[src/rtl/det_m_feeder.sv]
// Stream-to-matrix front end for the 3x3 determinant core: gathers nine beats,
// fires the core, waits for done under a timeout and returns the result.
module det_m_feeder #(
    parameter int TIMEOUT = 64
) (
    input  logic         clk,
    input  logic         reset,
    input  logic [31:0]  in_data,
    input  logic         in_valid,
    input  logic         in_last,
    output logic         in_ready,
    output logic [287:0] m_flat,
    output logic         core_start,
    input  logic         core_busy,
    input  logic         core_done,
    input  logic [31:0]  core_det,
    output logic [31:0]  res_data,
    output logic         res_err,
    output logic         res_valid,
    input  logic         res_ready,
    output logic         frame_err
);

    typedef enum logic [1:0] {
        S_FILL = 2'd0,
        S_FIRE = 2'd1,
        S_WAIT = 2'd2,
        S_OUT  = 2'd3
    } state_t;

    localparam logic [15:0] TO_LIMIT = 16'(TIMEOUT);

    state_t         state_q, state_d;
    logic [3:0]     idx_q, idx_d;
    logic [15:0]    cnt_q, cnt_d;
    logic [287:0]   m_q, m_d;
    logic [31:0]    res_data_q, res_data_d;
    logic           res_err_q, res_err_d;
    logic           res_valid_q, res_valid_d;
    logic           in_ready_q, in_ready_d;
    logic           core_start_q, core_start_d;
    logic           frame_err_q, frame_err_d;
    logic           accept_s;
    logic           busy_unused_s;

    // core_busy is a debug-only observation point
    assign busy_unused_s = core_busy;
    assign accept_s      = in_valid & in_ready_q;

    // Next-state and registered-output computation
    always_comb begin
        state_d      = state_q;
        idx_d        = idx_q;
        cnt_d        = cnt_q;
        m_d          = m_q;
        res_data_d   = res_data_q;
        res_err_d    = res_err_q;
        res_valid_d  = res_valid_q;
        core_start_d = 1'b0;
        frame_err_d  = 1'b0;
        case (state_q)
            S_FILL: begin
                if (accept_s) begin
                    m_d[{idx_q, 5'd0} +: 32] = in_data;
                    if (idx_q == 4'd8) begin
                        idx_d = 4'd0;
                        if (in_last) begin
                            state_d      = S_FIRE;
                            core_start_d = 1'b1;
                        end else begin
                            frame_err_d = 1'b1;
                        end
                    end else if (in_last) begin
                        idx_d       = 4'd0;
                        frame_err_d = 1'b1;
                    end else begin
                        idx_d = idx_q + 4'd1;
                    end
                end else begin
                    idx_d = idx_q;
                end
            end
            S_FIRE: begin
                state_d = S_WAIT;
                cnt_d   = 16'd0;
            end
            S_WAIT: begin
                cnt_d = cnt_q + 16'd1;
                // done wins over a coincident timeout
                if (core_done) begin
                    res_data_d  = core_det;
                    res_err_d   = 1'b0;
                    res_valid_d = 1'b1;
                    state_d     = S_OUT;
                end else if (cnt_q + 16'd1 == TO_LIMIT) begin
                    res_data_d  = 32'd0;
                    res_err_d   = 1'b1;
                    res_valid_d = 1'b1;
                    state_d     = S_OUT;
                end else begin
                    state_d = S_WAIT;
                end
            end
            S_OUT: begin
                if (res_ready) begin
                    res_valid_d = 1'b0;
                    idx_d       = 4'd0;
                    cnt_d       = 16'd0;
                    state_d     = S_FILL;
                end else begin
                    res_valid_d = 1'b1;
                end
            end
            default: begin
                state_d = S_FILL;
                idx_d   = 4'd0;
                cnt_d   = 16'd0;
            end
        endcase
        in_ready_d = (state_d == S_FILL);
    end

    // State and output registers with asynchronous clear
    always_ff @(posedge clk or posedge reset) begin
        if (reset) begin
            state_q      <= S_FILL;
            idx_q        <= 4'd0;
            cnt_q        <= 16'd0;
            m_q          <= 288'd0;
            res_data_q   <= 32'd0;
            res_err_q    <= 1'b0;
            res_valid_q  <= 1'b0;
            in_ready_q   <= 1'b0;
            core_start_q <= 1'b0;
            frame_err_q  <= 1'b0;
        end else begin
            state_q      <= state_d;
            idx_q        <= idx_d;
            cnt_q        <= cnt_d;
            m_q          <= m_d;
            res_data_q   <= res_data_d;
            res_err_q    <= res_err_d;
            res_valid_q  <= res_valid_d;
            in_ready_q   <= in_ready_d;
            core_start_q <= core_start_d;
            frame_err_q  <= frame_err_d;
        end
    end

    assign in_ready   = in_ready_q;
    assign m_flat     = m_q;
    assign core_start = core_start_q;
    assign res_data   = res_data_q;
    assign res_err    = res_err_q;
    assign res_valid  = res_valid_q;
    assign frame_err  = frame_err_q;

endmodule

[config.mk]
export PLATFORM = sky130hd
export DESIGN_NAME = det_m_feeder
export DESIGN_NICKNAME = d
export VERILOG_FILES = /design/src/rtl/det_m_feeder.sv
export SDC_FILE = /design/constraint.sdc
export NUM_CORES = 1
export LEC_CHECK = 0
export ABC_AREA = 1
export CAP_MARGIN = 20
export CORE_MARGIN = 2
export CORE_UTILIZATION = 43
export DETAILED_ROUTE_END_ITERATION = 8
export PLACE_DENSITY = 0.77
export SETUP_SLACK_MARGIN = 0.3
export SYNTH_ARGS = -nofsm -noshare
export SYNTH_HDL_FRONTEND = slang
export SYNTH_SLANG_ARGS = --single-unit
export TNS_END_PERCENT = 100
[constraint.sdc]
create_clock -name clk -period 11 [get_ports clk]
set_input_delay 2.2 -clock clk [delete_from_list [all_inputs] [get_ports clk]]
set_output_delay 2.2 -clock clk [all_outputs]
set_load 0.1 [all_outputs]
Yosys cells after proc, flatten, opt, wreduce, memory -nomap -nowiden
Index checks and enable logic that the tools add are counted.

Register bits after elaboration: 347. Word-level logic and storage cells: 65. Memories: 0. Latch bits: 0. ROM bits: 0. Memory bits (writable): 0.

Bitwise logic cells: 1. Add/subtract/negate cells: 3. Mux-type cells: 30. Equal/unequal tests: 8. Reduce and logical (&&, ||, !) cells: 11. Multiply operators: 0. Divide/modulo/power cells: 0. Order comparisons: 0. Shift operators: 2.

Operators by type and width (number): bitwise mux 288 bit (1); variable shift 32 x 11 -> 288 bit (first input constant) (1); indexed part select 32 x 11 -> 288 bit (1); two-way mux 32 bit (2); one-hot mux 16 bit (3 select lines) (1); adder 16 x 1 -> 16 bit (second input constant) (1); == test 16 x 7 -> 1 bit (second input constant) (1); two-way mux 16 bit (1); two-way mux 4 bit (4); two-way mux 1 bit (14); negation 9 -> 11 bit (1); two-way mux 2 bit (4); one-hot mux 2 bit (4 select lines) (1); one-hot mux 4 bit (2 select lines) (1); AND reduction 2 bit (4); nonzero test 2 bit (3); adder 4 x 1 -> 4 bit (second input constant) (1); == test 2 bit (second input constant) (2); == test 4 bit (second input constant) (1); zero test 2 bit (2); != test 2 bit (second input constant) (2); != test 3 bit (second input constant) (1); AND reduction 3 bit (1); nonzero test 3 bit (1); 3 further kinds (3).

Logic depth before layout (Yosys ltp)
Depth in word-level cells: 6. Gate-level depth with buffers: 14. Depth with buffers taken out: 12.

Worst setup path before layout
OpenSTA, ideal clock, no wires.

Path kind: input to register. From: input port in_valid. To: register m_q[32], in the netlist m_flat[32]. Data arrival time: 3.278 ns. Path buffers: 2. Slack: 7.602 ns. Cell stages on the path: 7. Cell sequence: nand3_2 > nor3_4 > nand2_1 > buf_2 > buf_2 > nand2_1 > nand2_1.

Word-level cells in the longest chain between the ends: 2.

Ends and longest elaborated chain: start: declaration (line 9) `input logic in_valid,`; bitwise AND 1 bit (line 48) `assign accept_s = in_valid & in_ready_q;`; AND reduction 2 bit (no line); end signal: assignment (line 140) `m_q <= m_d;`; end: declaration (line 36) `logic [287:0] m_q, m_d;`.

Every way passes these cells. A chain may end at the register's enable or synchronous reset.

Worst setup path in the final report
From: input port in_valid. To: register m_q[113], in the netlist m_flat[113].

The elaborated chain is that of the path after synthesis.

==> flow_summary_export.csv <==
group,metric,value,unit
power_and_ir_drop,ir_drop,0.159,mV
synthesis,avgSynthCellArea,9.35,µm²
detailed_routing,postRouteAntennaNets,0,
synthesis,syn_inst,1450,
power_and_ir_drop,p_clk_share,28.2,%
synthesis,synth-async-reset-ratio,100,%
power_and_ir_drop,p_sw,0.00197,W
synthesis,synth_cell_types,30,
clock_network,root_buffer,"clkbuf_16",
placement,portBuffers,394,
global_routing,grt.overflow.total,0,
synthesis,synth_fp_nets,1526,
setup_path,cp_max_fo,52,
synthesis,synth_edf_count,0,
clock_network,cts-resized-gates,0,
clock_network,cts_num_sinks,347,
power_and_ir_drop,p_per_area,237,nW/µm²
hold_path,hold_class,"reg -> reg",
clock_network,post-cts-setup-buffer-count,0,
setup_path,rrSetupSlack,7.63,ns
detailed_routing,drt_iter0_drc,976,
power_and_ir_drop,power_frac_comb,38.4,%
sta,hold_violations,0,
setup_path,worstPathRequired,11.36,ns
power_and_ir_drop,p_leak,8.64,nW
sta,max_freq,0.231,GHz
synthesis,yosys_register_bits,347,
cells_and_area,final_nets,1892,
clock_network,clkLatencyLatePin,0.52,ns
sta,tightest_slew,1.24,ns
die,die_height,182,µm
setup_path,start_kind,"primary input",
detailed_routing,drt_first_pass_iters,6,
cells_and_area,n_antenna_cell,0,
die,die_area,33000,µm²
synthesis,synth_ff_type,"dfrtp_1",
detailed_routing,num_vias,11800,
detailed_routing,post_drt_wl_per_cell,19.6,µm
setup_path,critPathKind,"in -> reg",
sta,slew-limit-headroom,17.5,%
run_status,run_status,"finished, final reports clean",
setup_path,arrival,4.69,ns
clock_network,cts_tree,"done",
detailed_routing,drt-total-wl,44000,µm
sta,final-setup-viol-count,0,
cells_and_area,drive_above_1_share,5.04,%
setup_path,critPathCaptureType,"flip-flop",
sta,tns,0,ns
sta,layout_min_cycle_time,4.34,ns
clock_network,postCtsHoldBufs,0,
clock_network,clock_tree.buffer_depth,3,
power_and_ir_drop,sw_frac_of_total,43.6,%
synthesis,synth_top_area_share,64.0,%
global_routing,grt.total_usage,26.7,%
sta,maxSlewViolCount,0,
sta,finalCritPeriodShare,39.4,%
die,core,31300,µm²
clock_network,clk_pin_slew,0.06,ns
power_and_ir_drop,p_int,0.00254,W
sta,whs,0.471,ns
global_routing,grt_pass1_vias,11700,
sta,finalClockSkew,0.0154,ns
global_routing,antenna_found_initial,0,
die,io_pins,396,
die,placementRows,65,
detailed_routing,vias_per_cell,5.24,
global_routing,grt_pass1_wl,68300,µm
power_and_ir_drop,power_frac_seq,33.4,%
synthesis,yosys_warnings,0,
placement,detailed_place_hpwl,30400,µm
clock_network,cts_buffers,38,
clock_network,htree_levels,2,
synthesis,synth_area_leaders,"dfrtp_1 (64%), nand2_1 (12%), o21ai_0 (4.4%)",
synthesis,synth_top_area_cell,"dfrtp_1",
synthesis,ys_seq_area_share,64.0,%
global_routing,grt_start_max_net_pins,198,
placement,gp_congestion,0.838,
sta,rsz0062_at_grt,"false",
flow_run,max_cap_violations,0,
cells_and_area,nFillCells,2618,
detailed_routing,drc_errors,0,
cells_and_area,area.growth.synth_to_final,40.6,%
synthesis,synth_area,13600,µm²
die,start_util,43.3,%
die,die_w,182,µm
cells in the mapped netlist (5+ instances only):
cell and n:
nand2_1 425, dfrtp_1 347, o21ai_0 120, o21ai_1 100
nand3_1 86, inv_1 81, nor2_1 76, clkbuf_1 60
a21oi_1 55, nor3_1 27, buf_2 11, nand4_1 9
a31oi_1 6, buf_4 6, o22ai_1 6, ha_1 5
inv_2 5
cell type report:
| cell class | instances | area, µm² | area share, % |
|---|---|---|---|
| tap | 402 | 503 | 2.64 |
| clock inverter | 9 | 129 | 0.676 |
| inverter | 87 | 330 | 1.73 |
| timing repair buffer | 408 | 4110 | 21.5 |
| sequential | 347 | 8680 | 45.5 |
| clock buffer | 59 | 1120 | 5.88 |
| multi-input combinational | 934 | 4190 | 22.0 |
stage by stage:
step           worst slack (ns)  util (%)  power (W)  std cells  instance area, µm²
2_1_floorplan              4.16         -    0.00279       1450               13600
3_3_place_gp               6.24      56.7    0.00322       2175               17700
3_5_place_dp               6.20      56.7    0.00325       2175               17700
4_1_cts                    6.69      60.7    0.00452       2243               19000
5_1_grt                    6.39      60.9    0.00467       2246               19100
6_report                   6.66      60.9    0.00451       2246               19100
power by group through the flow:
stage	clock [W]	combinational, W	sequential (W)
floorplan	0	0.000313	0.00247
global placement	0	0.00170	0.00152
detailed placement	0	0.00172	0.00153
CTS	0.00130	0.00172	0.00150
global route	0.00135	0.00180	0.00152
finish	0.00127	0.00173	0.00151
flip-flops by register name, summed over array words and instances (netlist names):
register    flops
m_flat        288
res_data       32
cnt_q          16
idx_q           4
state_q         2
core_start      1
frame_err       1
in_ready        1
res_err         1
res_valid       1
worst max-delay path, stage by stage:
cell and delay, ns:
clkdlybuf4s50_1 0.47, nand3_2 0.18, nor3_4 0.67, nand2_2 0.79
nand2_1 0.26, o21ai_1 0.09
path summary, 6_finish.rpt:
path,start,cells past startpoint,endpoint
max,in_valid,6,m_flat[113]$_DFFE_PP0P_
min,m_flat[187]$_DFFE_PP0P_,2,m_flat[187]$_DFFE_PP0P_
max reg2reg,idx_q[0]$_DFFE_PP0P_,8,m_flat[113]$_DFFE_PP0P_
min reg2reg,m_flat[187]$_DFFE_PP0P_,2,m_flat[187]$_DFFE_PP0P_
max in group asynchronous,reset,4,cnt_q[11]$_DFFE_PP0P_
min in group asynchronous,reset,3,m_flat[117]$_DFFE_PP0P_
layout by cell type, fill, tap and decap left out, types with 5 or more instances in the layout:
cell,count
nor2_1,76
clkdlybuf4s50_1,394
nor3_1,27
o22ai_1,6
a31oi_1,6
o21ai_0,120
buf_4,10
clkbuf_8,7
inv_1,80
nand3_1,85
inv_2,6
ha_1,5
clkbuf_1,13
nand4_1,9
nand2_2,7
dfrtp_1,346
o21ai_1,100
nand2_1,422
clkbuf_16,39
a21oi_1,55
logic make-up (layout without fill, tap and decap cells):
kind of cell / Yosys count / count (layout) / synth area share (%)
fa+ha+maj: 5 / 5 / 0.461
xor+xnor: 4 / 4 / 0.258
flops: 347 / 347 / 64.0
compound gates: 291 / 291 / 10.9
buf+inv: 169 / 563 / 5.17
simple gates: 634 / 634 / 19.2
routing by layer:
layer  track usage (%)  vias to the layer above  wire, µm
met1              36.1                     5725     18300
met4              10.5                        0      1810
met2              42.2                      501     20100
li1                  -                     5450         -
met3              6.22                       89      3760
met5                 0                        -         0
(Power assumes the default switching activity.)
